==> src/rtl/bank_unload_pkg.sv <==
// Shared FFT constants and index helpers.
// Bit-reverse and bank parity also define how BANK_INIT stores samples.
package bank_unload_pkg;

    localparam int LENGTH = 32;
    localparam int R_DEF  = 5;
    localparam int MAX_R  = 16;

    // Reverses the low w bits of v; bits at and above w come back zero.
    function automatic logic [MAX_R-1:0] bit_rev(
        input logic [MAX_R-1:0] v,
        input int               w
    );
        logic [MAX_R-1:0] src;
        logic [MAX_R-1:0] res;
        src = v;
        res = '0;
        for (int i = 0; i < MAX_R; i++) begin
            if (i < w) begin
                res = {res[MAX_R-2:0], src[0]};
                src = src >> 1;
            end
        end
        return res;
    endfunction

    function automatic logic bank_parity(input logic [MAX_R-1:0] v);
        return ^v;
    endfunction

endpackage

==> src/rtl/bank_unload_if.sv <==
// Bank read ports, controller handshake and output stream of the unloader.
// master = unloader side, slave = banks/controller/downstream side.
interface bank_unload_if #(
    parameter int length = 32,
    parameter int R      = 5
);
    logic                  i_BU_en;
    logic                  o_BU_done;
    logic [R-2:0]          o_m0_addr;
    logic [R-2:0]          o_m1_addr;
    logic                  o_m0_r_en;
    logic                  o_m1_r_en;
    logic [2*length-1:0]   i_m0_data;
    logic [2*length-1:0]   i_m1_data;
    logic [2*length-1:0]   o_data;
    logic [R-1:0]          o_index;
    logic                  o_valid;
    logic                  i_ready;

    modport master (
        input  i_BU_en, i_m0_data, i_m1_data, i_ready,
        output o_BU_done, o_m0_addr, o_m1_addr, o_m0_r_en,
        output o_m1_r_en, o_data, o_index, o_valid
    );

    modport slave (
        output i_BU_en, i_m0_data, i_m1_data, i_ready,
        input  o_BU_done, o_m0_addr, o_m1_addr, o_m0_r_en,
        input  o_m1_r_en, o_data, o_index, o_valid
    );
endinterface

==> src/rtl/bank_unload_addr_map.sv <==
// Maps unload counter k to natural index n, bank select and word address.
module bank_unload_addr_map
    import bank_unload_pkg::*;
#(
    parameter int R       = 5,
    parameter int BIT_REV = 1
) (
    input  logic [R-1:0] k,
    output logic [R-1:0] n,
    output logic         sel,
    output logic [R-2:0] addr
);
    logic [MAX_R-1:0] ext;
    logic [MAX_R-1:0] nat;

    always_comb begin
        ext        = '0;
        ext[R-1:0] = k;
        nat        = (BIT_REV != 0) ? bit_rev(ext, R) : ext;
        n          = nat[R-1:0];
        sel        = bank_parity(nat);
        addr       = nat[R-2:0];
    end
endmodule

==> src/rtl/bank_unload.sv <==
// Streams an FFT result out of two parity-interleaved banks,
// one sample per read/capture/handshake round.
module bank_unload
    import bank_unload_pkg::*;
#(
    parameter int length  = 32,
    parameter int R       = 5,
    parameter int BIT_REV = 1
) (
    input  logic          i_clk,
    input  logic          i_rst,
    bank_unload_if.master bus
);
    typedef enum logic [2:0] {
        ST_IDLE    = 3'd0,
        ST_RD_ADDR = 3'd1,
        ST_RD_DATA = 3'd2,
        ST_OUT     = 3'd3,
        ST_DONE    = 3'd4
    } state_e;

    localparam logic [R-1:0] K_LAST = '1;

    state_e              state_q, state_d;
    logic [R-1:0]        k_q, k_d;
    logic [R-2:0]        m0_addr_q, m0_addr_d;
    logic [R-2:0]        m1_addr_q, m1_addr_d;
    logic                m0_r_en_q, m0_r_en_d;
    logic                m1_r_en_q, m1_r_en_d;
    logic [2*length-1:0] data_q, data_d;
    logic [R-1:0]        index_q, index_d;
    logic                valid_q, valid_d;
    logic                done_q, done_d;

    logic [R-1:0]        k_rd;
    logic [R-1:0]        map_n;
    logic                map_sel;
    logic [R-2:0]        map_addr;
    logic                issue;

    // Index of the sample whose read would be issued at the next edge.
    always_comb begin
        case (state_q)
            ST_IDLE: k_rd = '0;
            ST_OUT:  k_rd = k_q + 1'b1;
            default: k_rd = k_q;
        endcase
    end

    bank_unload_addr_map #(
        .R       (R),
        .BIT_REV (BIT_REV)
    ) u_map (
        .k    (k_rd),
        .n    (map_n),
        .sel  (map_sel),
        .addr (map_addr)
    );

    always_comb begin
        state_d   = state_q;
        k_d       = k_q;
        m0_addr_d = m0_addr_q;
        m1_addr_d = m1_addr_q;
        m0_r_en_d = 1'b0;
        m1_r_en_d = 1'b0;
        data_d    = data_q;
        index_d   = index_q;
        valid_d   = valid_q;
        done_d    = 1'b0;
        issue     = 1'b0;

        unique case (state_q)
            ST_IDLE: begin
                if (bus.i_BU_en) begin
                    state_d = ST_RD_ADDR;
                    k_d     = '0;
                    issue   = 1'b1;
                end
            end
            ST_RD_ADDR: begin
                state_d = ST_RD_DATA;
            end
            ST_RD_DATA: begin
                data_d  = map_sel ? bus.i_m1_data : bus.i_m0_data;
                index_d = map_n;
                valid_d = 1'b1;
                state_d = ST_OUT;
            end
            ST_OUT: begin
                if (valid_q && bus.i_ready) begin
                    valid_d = 1'b0;
                    if (k_q == K_LAST) begin
                        state_d = ST_DONE;
                        done_d  = 1'b1;
                    end else begin
                        k_d     = k_q + 1'b1;
                        state_d = ST_RD_ADDR;
                        issue   = 1'b1;
                    end
                end
            end
            ST_DONE: begin
                k_d     = '0;
                state_d = ST_IDLE;
            end
            default: begin
                state_d = ST_IDLE;
            end
        endcase

        // Read enable is registered on entry to ST_RD_ADDR.
        if (issue) begin
            if (map_sel) begin
                m1_r_en_d = 1'b1;
                m1_addr_d = map_addr;
            end else begin
                m0_r_en_d = 1'b1;
                m0_addr_d = map_addr;
            end
        end
    end

    always_ff @(posedge i_clk) begin
        if (i_rst) begin
            state_q   <= ST_IDLE;
            k_q       <= '0;
            m0_addr_q <= '0;
            m1_addr_q <= '0;
            m0_r_en_q <= 1'b0;
            m1_r_en_q <= 1'b0;
            data_q    <= '0;
            index_q   <= '0;
            valid_q   <= 1'b0;
            done_q    <= 1'b0;
        end else begin
            state_q   <= state_d;
            k_q       <= k_d;
            m0_addr_q <= m0_addr_d;
            m1_addr_q <= m1_addr_d;
            m0_r_en_q <= m0_r_en_d;
            m1_r_en_q <= m1_r_en_d;
            data_q    <= data_d;
            index_q   <= index_d;
            valid_q   <= valid_d;
            done_q    <= done_d;
        end
    end

    assign bus.o_BU_done = done_q;
    assign bus.o_m0_addr = m0_addr_q;
    assign bus.o_m1_addr = m1_addr_q;
    assign bus.o_m0_r_en = m0_r_en_q;
    assign bus.o_m1_r_en = m1_r_en_q;
    assign bus.o_data    = data_q;
    assign bus.o_index   = index_q;
    assign bus.o_valid   = valid_q;
endmodule

==> src/flat_wrapper.sv <==
// flat-port wrapper written by rule: the top's interface ports become plain ports
module bank_unload_flat import bank_unload_pkg::*;
#(
    parameter int length  = 32,
    parameter int R       = 5,
    parameter int BIT_REV = 1
)
  (i_clk, i_rst, bus_i_BU_en, bus_i_m0_data, bus_i_m1_data, bus_i_ready, bus_o_BU_done, bus_o_m0_addr, bus_o_m1_addr, bus_o_m0_r_en, bus_o_m1_r_en, bus_o_data, bus_o_index, bus_o_valid);
  bank_unload_if #(.length(length), .R(R)) bus_i ();
  input  logic i_clk;
  input  logic i_rst;
  input wire logic [$bits(bus_i.i_BU_en)-1:0] bus_i_BU_en;
  input wire logic [$bits(bus_i.i_m0_data)-1:0] bus_i_m0_data;
  input wire logic [$bits(bus_i.i_m1_data)-1:0] bus_i_m1_data;
  input wire logic [$bits(bus_i.i_ready)-1:0] bus_i_ready;
  output wire logic [$bits(bus_i.o_BU_done)-1:0] bus_o_BU_done;
  output wire logic [$bits(bus_i.o_m0_addr)-1:0] bus_o_m0_addr;
  output wire logic [$bits(bus_i.o_m1_addr)-1:0] bus_o_m1_addr;
  output wire logic [$bits(bus_i.o_m0_r_en)-1:0] bus_o_m0_r_en;
  output wire logic [$bits(bus_i.o_m1_r_en)-1:0] bus_o_m1_r_en;
  output wire logic [$bits(bus_i.o_data)-1:0] bus_o_data;
  output wire logic [$bits(bus_i.o_index)-1:0] bus_o_index;
  output wire logic [$bits(bus_i.o_valid)-1:0] bus_o_valid;
  assign bus_i.i_BU_en = bus_i_BU_en;
  assign bus_i.i_m0_data = bus_i_m0_data;
  assign bus_i.i_m1_data = bus_i_m1_data;
  assign bus_i.i_ready = bus_i_ready;
  assign bus_o_BU_done = bus_i.o_BU_done;
  assign bus_o_m0_addr = bus_i.o_m0_addr;
  assign bus_o_m1_addr = bus_i.o_m1_addr;
  assign bus_o_m0_r_en = bus_i.o_m0_r_en;
  assign bus_o_m1_r_en = bus_i.o_m1_r_en;
  assign bus_o_data = bus_i.o_data;
  assign bus_o_index = bus_i.o_index;
  assign bus_o_valid = bus_i.o_valid;
  bank_unload #(.length(length), .R(R), .BIT_REV(BIT_REV)) u_core (.i_clk(i_clk), .i_rst(i_rst), .bus(bus_i));
endmodule
==> config.mk <==
export PLATFORM = sky130hd
export DESIGN_NAME = bank_unload_flat
export DESIGN_NICKNAME = d
export VERILOG_FILES = /design/src/rtl/bank_unload_pkg.sv /design/src/rtl/bank_unload_if.sv /design/src/rtl/bank_unload_addr_map.sv /design/src/rtl/bank_unload.sv /design/src/flat_wrapper.sv
export SDC_FILE = /design/constraint.sdc
export NUM_CORES = 1
export LEC_CHECK = 0
export CAP_MARGIN = 20
export CELL_PAD_IN_SITES_DETAIL_PLACEMENT = 0
export CELL_PAD_IN_SITES_GLOBAL_PLACEMENT = 2
export CORE_MARGIN = 8
export CORE_UTILIZATION = 22
export CTS_CLUSTER_DIAMETER = 120
export DETAILED_ROUTE_END_ITERATION = 12
export PLACE_DENSITY = 0.87
export SYNTH_ARGS = -nofsm -noshare
export SYNTH_HDL_FRONTEND = slang
export SYNTH_SLANG_ARGS = --single-unit
==> constraint.sdc <==
create_clock -name i_clk -period 3.2 [get_ports i_clk]
set_input_delay 0.64 -clock i_clk [delete_from_list [all_inputs] [get_ports i_clk]]
set_output_delay 0.64 -clock i_clk [all_outputs]
set_load 0.1 [all_outputs]
### Word level (Yosys, flattened, before mapping)

Cells that the tools add are included.

| operators by class | value |
|---|---|
| add/subtract/negate cells | 1 |
| eq/ne operators | 8 |
| muxes and demuxes | 19 |
| bitwise operators | 4 |
| reduce and logical (&&, ||, !) cells | 12 |

Operators by type and width:

| kind | count |
|---|---|
| 2-to-1 mux 64 bit | 1 |
| XOR reduction 16 bit | 1 |
| 2-to-1 mux 5 bit | 3 |
| one-hot mux 5 bit (3 select lines) | 1 |
| one-hot mux 3 bit (4 select lines) | 1 |
| one-hot mux 5 bit (2 select lines) | 1 |
| 2-to-1 mux 3 bit | 3 |
| AND reduction 2 bit | 4 |
| 2-to-1 mux 1 bit | 7 |
| == test 3 x 2 -> 1 bit (second input constant) | 2 |
| adder 5 x 1 -> 5 bit (second input constant) | 1 |
| == test 5 bit (second input constant) | 1 |
| inequality test 2 bit (second input constant) | 2 |
| NOT 1 bit | 4 |
| one-hot mux 1 bit (2 select lines) | 2 |
| AND reduction 4 bit | 1 |
| == test 3 x 1 -> 1 bit (second input constant) | 1 |
| == test 3 bit (second input constant) | 1 |
| logical NOT 3 bit | 1 |
| nonzero test 3 bit | 1 |
| OR reduction 3 bit | 1 |
| inequality test 2 x 1 -> 1 bit (second input constant) | 1 |
| nonzero test 2 bit | 1 |
| OR reduction 2 bit | 1 |
| logical AND 1 bit | 1 |

| word-level totals | value |
|---|---|
| flip-flop bits (word level) | 89 |
| output and inout port bits | 81 |

### Depth between registers and ports, before layout

Gate-level depths: netlist of run 1.

| depth | value |
|---|---|
| depth after elaboration | 6 |
| mapped depth | 13 |

### By module

From an unflattened synthesis of run 1, not the netlist that was laid out.

| unflattened totals | value |
|---|---|
| cells, all modules | 440 |
| area, all modules | 4,162.7 µm² |

Modules (own cells, without submodules):

| module | times used | cells an instance | area each (µm²) | sequential area each (µm²) |
|---|---|---|---|---|
| bank_unload | 1 | 428 | 4,055.1 | 1,781.7 |
| bank_unload_addr_map | 1 | 12 | 107.6 | 0.0 |

### Least setup slack after synthesis of run 1

Ideal clock, no wire load.

| timing path | value |
|---|---|
| path kind | reg2reg |
| start point | reg u_core.k_q[1] |
| end point | reg u_core.m1_addr_q[3] (netlist: u_core.bus.o_m1_addr[3]) |
| library setup time | 0.121 ns |
| arrival | 2.509 ns |
| slack | 0.570 ns |
| stages on the path, launching flop included | 12 |
| path buffers | 1 |
| period minus slack after synthesis | 2.630 ns |
| cells stage by stage | dfxtp_1 -> ha_1 -> and3_1 -> ha_1 -> nand4b_1 -> and4_1 -> nor3_1 -> o21ai_0 -> nand3_1 -> buf_4 -> a21oi_1 -> mux2_2 |

| on the way | value |
|---|---|
| word-level cells in the longest chain between the ends | 5 |

Ends and longest elaborated chain:

| item | RTL line | text |
|---|---|---|
| start: declaration | bank_unload.sv:25 | `logic [R-1:0] k_q, k_d;` |
| start signal: assignment | bank_unload.sv:138 | `k_q <= k_d;` |
| branches (longest 5 deep; another with adder 5 x 1 -> 5 bit) | -- |  |
| end signal: assignment | bank_unload.sv:140 | `m1_addr_q <= m1_addr_d;` |
| end: declaration | bank_unload.sv:27 | `logic [R-2:0] m1_addr_q, m1_addr_d;` |

Parallel ways; which one is timed is not known.
A chain may end at the register's enable or synchronous reset.

### Worst setup path after layout of run 1

| timing path | value |
|---|---|
| start point | reg u_core.k_q[0] |
| end point | reg u_core.data_q[60] (netlist: u_core.bus.o_data[60]) |

| on the way | value |
|---|---|
| word-level cells in the longest chain between the ends | 4 |

Ends and longest elaborated chain:

| item | RTL line | text |
|---|---|---|
| adder 5 x 1 -> 5 bit | bank_unload.sv:45 | `ST_OUT: k_rd = k_q + 1'b1;` |
| one-hot mux 5 bit (2 select lines) (*) | bank_unload.sv:43 | `case (state_q)` |
| XOR reduction 16 bit (*) | bank_unload_pkg.sv:28 | `return ^v;` |
| 2-to-1 mux 64 bit (*) | bank_unload.sv:85 | `data_d = map_sel ? bus.i_m1_data : bus.i_m0_data;` |
| end signal: assignment | bank_unload.sv:143 | `data_q <= data_d;` |
| end: declaration | bank_unload.sv:30 | `logic [2*length-1:0] data_q, data_d;` |

Mark *: on every way between the ends. The rest lies on a longest branch, timed or not.

==> impl_metrics.py, run 1 <==
metrics = {
    "timing": {
        "rsz0062_at_grt": "no",
        "timing.fmax_ghz": 0.338,
        "max_slew_margin_pct": 54.3,
        "worst_pin_slew_ps": 685,
        "min_period_over_period_pct": 92.5,
        "finalSetupTns_ps": 0,
        "slew_violations": 0,
        "setup_slack_ps": 241,
        "setup_violations": 0,
        "finalHoldViolCount": 0,
        "finClkSkew_ps": 6.37,
        "period_needed_ps": 2960,
    },
    "power": {
        "p_leak_nw": 2.58,
        "vdd_drop_max_mv": 0.252,
        "power.density_nw_per_um2": 518,
    },
    "detailed_routing": {
        "viasPerCell": 4.74,
        "routedWlPerCell_um": 17.5,
        "met1_length_um": 7580,
        "highest_layer": "met4",
        "ant_nets": 0,
        "dr_wl_met3_um": 1430,
        "vias": 4713,
        "drt-total-wl_um": 17400,
        "drt_pre_antenna_iters": 7,
        "drtIter0Drc": 284,
        "drc": 0,
        "wl_met2_um": 8250,
    },
    "logic_synthesis": {
        "yosys.area.top_type": "dfxtp_1",
        "synth_cells": 538,
        "async_flop_share_pct": 0,
        "syn-cell-area_um2": 4470,
        "ys.flop_type": "dfxtp_1",
        "synth.distinct_cells": 50,
        "yosysWarnings": 0,
        "synth_edf_count": 0,
        "avgSynthCellArea_um2": 8.30,
        "synth_nets": 672,
        "yosysSeqAreaShare_pct": 39.9,
        "yosysTopAreaCellShare_pct": 39.9,
        "synth-seq-cells": 89,
        "synth_area_leaders": "dfxtp_1 40%, a211oi_1 19%, o21ai_0 8.3%",
    },
    "clock_tree": {
        "cts_root_buffer": "clkbuf_16",
        "cts_max_level": 3,
        "cts_max_path_buffers": 2,
        "numClockSinks": 89,
        "clkTransAtPathRegs_ps": 70,
        "worstSkewPairLatency_ps": 350,
        "cts_made_buffers": 9,
        "cts_hold_buf": 0,
        "post_cts_buffers": 0,
        "ctsResizeCount": 0,
        "cts_tree": "yes",
    },
    "global_routing": {
        "gr-usage-all-layers_pct": 13.3,
        "antenna_found_initial": 0,
        "grt-ovfl-total": 0,
        "grt_max_degree": 67,
        "grt_pass1_vias": 4726,
        "grt_first_pass_wirelength_um": 26400,
    },
    "final_layout": {
        "fillCellCount": 2104,
        "finalNonFillerCells": 995,
        "fin_nets": 854,
        "drive_gt1_share_pct": 20.4,
        "final_cell_mix": "131 x clkdlybuf4s50_1, 112 x a211oi_1, 93 x buf_4",
        "post-route-util_pct": 34.8,
        "antenna_cells": 0,
        "mostFrequentLayoutCell": "clkdlybuf4s50_1",
        "area_delta_synth_final_pct": 56.7,
        "final_cell_area_um2": 7000,
    },
    "hold_path": {
        "hp-class": "flip-flop to flip-flop",
        "hold_depth": 2,
    },
    "setup_path": {
        "cp.arrival_ps": 3220,
        "max_stage_delay_ps": 440,
        "end_kind": "flip-flop",
        "crit_fanout": 27,
        "cp_slowest_cell": "nor3_1",
        "crit_chain": "ha_1 -> and3_1 -> ha_1 -> nand4b_1 -> and4_1 -> nor3_1 -> nor3_1 -> o21ai_4 -> and2_2 -> buf_12 -> a211oi_1",
        "critical_path_class": "flip-flop to flip-flop",
        "cp.required_ps": 3460,
        "start_kind": "flip-flop",
        "rr_worst_depth": 11,
    },
    "place": {
        "dp_hpwl_um": 12300,
        "placed_area_um2": 6690,
        "post-place-cells": 979,
        "place_ws_ps": 290,
        "gp_congestion": 0.731,
        "io_buffers": 212,
    },
    "floorplanning": {
        "start_util_pct": 22.2,
        "dieArea_um2": 25100,
        "rows": 52,
        "num_io_pins": 213,
        "die_x_um": 159,
        "core-area_um2": 20100,
        "die_h_um": 159,
    },
    "status": {
        "outcome": "complete, no violations",
    },
    "job": {
        "max-cap-violations": 0,
    },
}
## cell families (layout without fill, tap and decap cells)
family	after synthesis	count (layout)	share of synthesized area, %
simple gates	130	130	13.0
fa+ha+maj	2	2	0.560
flops	89	89	39.9
mux	4	4	0.980
xor+xnor	5	5	0.980
compound gates	240	240	37.6
buf+inv	68	255	6.97
## cell usage after synthesis (all sizes together) (2+ instances only)
cell,instances
a211oi,131
dfxtp,89
nor2,80
o21ai,77
clkbuf,38
buf,23
a21oi,17
nand2,14
nor3,9
inv,7
nand3,6
nand3b,5
mux2,3
nor2b,3
xor2,3
a221oi,2
a22oi,2
a41oi,2
and3,2
ha,2
nor4,2
xnor2,2
## sequential cells by signal, indices dropped and copies added, names as in the netlist
name	flops
u_core.bus.o_BU_done	1
u_core.bus.o_data	64
u_core.bus.o_index	5
u_core.bus.o_m0_addr	4
u_core.bus.o_m0_r_en	1
u_core.bus.o_m1_addr	4
u_core.bus.o_m1_r_en	1
u_core.bus.o_valid	1
u_core.k_q	5
u_core.state_q	3
## report_power, final
| group | internal, mW | switching (mW) |
|---|---|---|
| sequential | 1.20 | 0.0547 |
| clock | 0.612 | 0.493 |
| combinational | 0.355 | 0.912 |
## critical path: cells and delay by family, from the launching register on
kind / cells / cell delay (ps)
AO/OA/AOI/OAI: 2 / 320
adder cells (fa/ha/maj): 2 / 520
buffers and inverters: 1 / 230
flip-flops: 1 / 320
AND/OR/NAND/NOR: 6 / 1470
## final cells by class
| class | count | area [µm²] | share of cell area (%) |
|---|---|---|---|
| repair buffers | 232 | 2150 | 30.7 |
| flip-flops and latches | 89 | 1780 | 25.5 |
| well taps | 270 | 338 | 4.83 |
| inverters | 7 | 26.3 | 0.375 |
| multi-input cells | 381 | 2400 | 34.3 |
| clock buffers | 9 | 225 | 3.22 |
| clock inverters | 7 | 78.8 | 1.13 |
## layer usage
metal / global-route usage (%) / vias up
met1: 16.6 / 2189
met5: 0 / -
met4: 3.37 / 0
li1: - / 2362
met3: 3.75 / 8
met2: 22.0 / 154
## per-stage QoR
step	hold slack, ps	power, mW
5_1_grt	488	3.78
6_report	458	3.62
3_5_place_dp	451	2.55
4_1_cts	461	3.68
2_1_floorplan	513	2.14
3_3_place_gp	446	2.55
## worst paths after layout
check	start	endpoint	slack (ps)
worst max-delay path	u_core.k_q[0]	u_core.bus.o_data[60]	240
worst min-delay path	u_core.bus.o_index[1]	u_core.bus.o_index[1]	460
worst max register to register	u_core.k_q[0]	u_core.bus.o_data[60]	240
worst min register to register	u_core.bus.o_index[1]	u_core.bus.o_index[1]	460
No activity file was read; power rests on OpenSTA's default activity.
==> inputs of run 2 (changes only) <==
--- a/config.mk
+++ b/config.mk
@@ -6,10 +6,7 @@
 export NUM_CORES = 1
 export LEC_CHECK = 0
 export CAP_MARGIN = 20
-export CELL_PAD_IN_SITES_DETAIL_PLACEMENT = 0
-export CELL_PAD_IN_SITES_GLOBAL_PLACEMENT = 2
-export CORE_MARGIN = 8
-export CORE_UTILIZATION = 22
+export CORE_UTILIZATION = 41
 export CTS_CLUSTER_DIAMETER = 120
 export DETAILED_ROUTE_END_ITERATION = 12
 export PLACE_DENSITY = 0.87
==> run 2 against run 1 <==
Effect of this change: critical path depth stayed put; cell count shrank 14%; power shrank 7.5%; sequential power about the same; maximum frequency shrank 2.4%; design area down 4.4%; hold slack improved by 7.1 ps; clock power shrank 23%; combinational power about the same; sequential share of layout area increased by 1.2 points; highest routed layer unchanged.
==> impl_metrics.py, run 2 (same netlist as run 1, synthesis figures left out) <==
metrics = {
    "status": {
        "outcome": "complete, no violations",
    },
    "detailed_routing": {
        "routedWlPerCell_um": 17.3,
        "vias": 4994,
        "drt_pre_antenna_iters": 5,
        "viasPerCell": 5.82,
        "drt-total-wl_um": 14800,
        "drc": 0,
        "drtIter0Drc": 410,
        "ant_nets": 0,
    },
    "place": {
        "gp_congestion": 0.881,
        "dp_hpwl_um": 10100,
        "placed_area_um2": 6420,
        "io_buffers": 212,
        "post-place-cells": 841,
    },
    "timing": {
        "timing.fmax_ghz": 0.330,
        "hold_ws_ps": 465,
        "finalHoldViolCount": 0,
        "period_needed_ps": 3030,
        "finClkSkew_ps": 13.1,
        "slew_violations": 0,
        "setup_violations": 0,
        "max_slew_margin_pct": 53.3,
        "worst_pin_slew_ps": 698,
        "min_period_over_period_pct": 94.8,
    },
    "floorplanning": {
        "core-area_um2": 10500,
        "start_util_pct": 42.7,
        "dieArea_um2": 11300,
        "die_x_um": 106,
        "die_h_um": 106,
        "rows": 37,
        "num_io_pins": 213,
    },
    "setup_path": {
        "reg2reg_to": "u_core.bus.o_m1_addr[1]",
        "r2r_slack_ps": 170,
        "critical_path_class": "flip-flop to flip-flop",
        "start_kind": "flip-flop",
        "crit_fanout": 34,
        "cp.arrival_ps": 3340,
        "cp.required_ps": 3510,
        "regToRegStartpoint": "u_core.k_q[0]",
        "end_kind": "flip-flop",
        "rr_worst_depth": 11,
    },
    "clock_tree": {
        "worstSkewPairLatency_ps": 360,
        "cts_made_buffers": 9,
        "cts_max_path_buffers": 2,
        "numClockSinks": 89,
        "cts_tree": "yes",
        "clkTransAtPathRegs_ps": 90,
        "cts_root_buffer": "clkbuf_8",
        "cts_max_level": 3,
    },
    "hold_path": {
        "whs_endpoint": "u_core.bus.o_index[3]",
        "hold_depth": 2,
        "hp-class": "flip-flop to flip-flop",
        "worstHoldStart": "u_core.bus.o_index[3]",
    },
    "global_routing": {
        "grt_first_pass_wirelength_um": 22800,
        "gr-usage-all-layers_pct": 25.3,
        "antenna_found_initial": 0,
        "grt_pass1_vias": 4675,
        "grt_max_degree": 117,
        "grt-ovfl-total": 0,
    },
    "power": {
        "power.density_nw_per_um2": 501,
        "p_leak_nw": 2.53,
        "total_power_mw": 3.35,
        "vdd_drop_max_mv": 0.272,
    },
    "final_layout": {
        "fin_nets": 852,
        "post-route-util_pct": 63.9,
        "final_cell_mix": "131 x clkdlybuf4s50_1, 112 x a211oi_1, 93 x buf_4",
        "mostFrequentLayoutCell": "clkdlybuf4s50_1",
        "largest_reg_flops": 64,
        "drive_gt1_share_pct": 20.2,
        "area_delta_synth_final_pct": 49.7,
        "antenna_cells": 0,
        "finalNonFillerCells": 858,
        "final_cell_area_um2": 6690,
    },
    "job": {
        "max-cap-violations": 0,
    },
}
==> run 2: changes by cell type in the layout (fill, tap and decap cells not counted), sizes merged <==
cell      before  now
bufinv         1    2
clkinvlp       3    0
clkinv         3    1
buf          101   98
clkbuf         9   13
==> run 2: where the power goes <==
part	internal [mW]	leakage (nW)	total [mW]	switching (mW)
logic	0.349	1.69	1.25	0.901
clock network	0.457	0.106	0.842	0.385
registers	1.20	0.729	1.26	0.0625
==> run 2: per-stage QoR <==
step	setup TNS [ps]	worst slack, ps
floorplan	0	570
global placement	0	156
detailed placement	0	28.3
CTS	0	11.1
global route	-10.4	-5.48
finish	0	167
==> run 2: critical path, cell delays in order (launching register included) <==
cell and delay [ps]:
dfxtp_2 370, ha_1 260, and3_1 200, ha_1 290
nand4b_1 120, and4_1 290, nor3_1 300, o21ai_1 190
nand3_2 210, and2_2 200, clkbuf_8 310, o221a_2 240
==> run 2: repair_timing <==
item                       CTS  global route
gates resized for setup      0            10
setup endpoints to repair    0            69
setup buffers                0             1
hold buffers                 0             0
==> run 2: layout make-up <==
class | instances | area [µm²]
well taps | 136 | 170
repair buffers | 230 | 2100
inverters | 7 | 26.3
multi-input cells | 381 | 2400
fillers | 865 | 3770
flip-flops and latches | 89 | 1780
clock buffers | 12 | 145
clock inverters | 3 | 65.1
==> run 2: per-layer routing <==
layer	share of wire, %	global-route usage, %	vias up
met5	0	0	-
met4	1.8	11.9	0
met3	8.4	4.84	22
met2	51	44.4	269
met1	39	29.5	2345
li1	-	-	2358
==> run 2: worst max path at each step <==
stage,from,end,cells past startpoint
finish,u_core.k_q[0],u_core.bus.o_m1_addr[1],11
detailed placement,u_core.k_q[0],u_core.bus.o_m1_addr[1],11
CTS,u_core.k_q[0],u_core.bus.o_m1_addr[1],11
floorplan,u_core.k_q[1],u_core.bus.o_m1_addr[3],11
global route,u_core.k_q[0],u_core.bus.o_m1_addr[1],11
global placement,u_core.k_q[0],u_core.bus.o_m1_addr[1],11
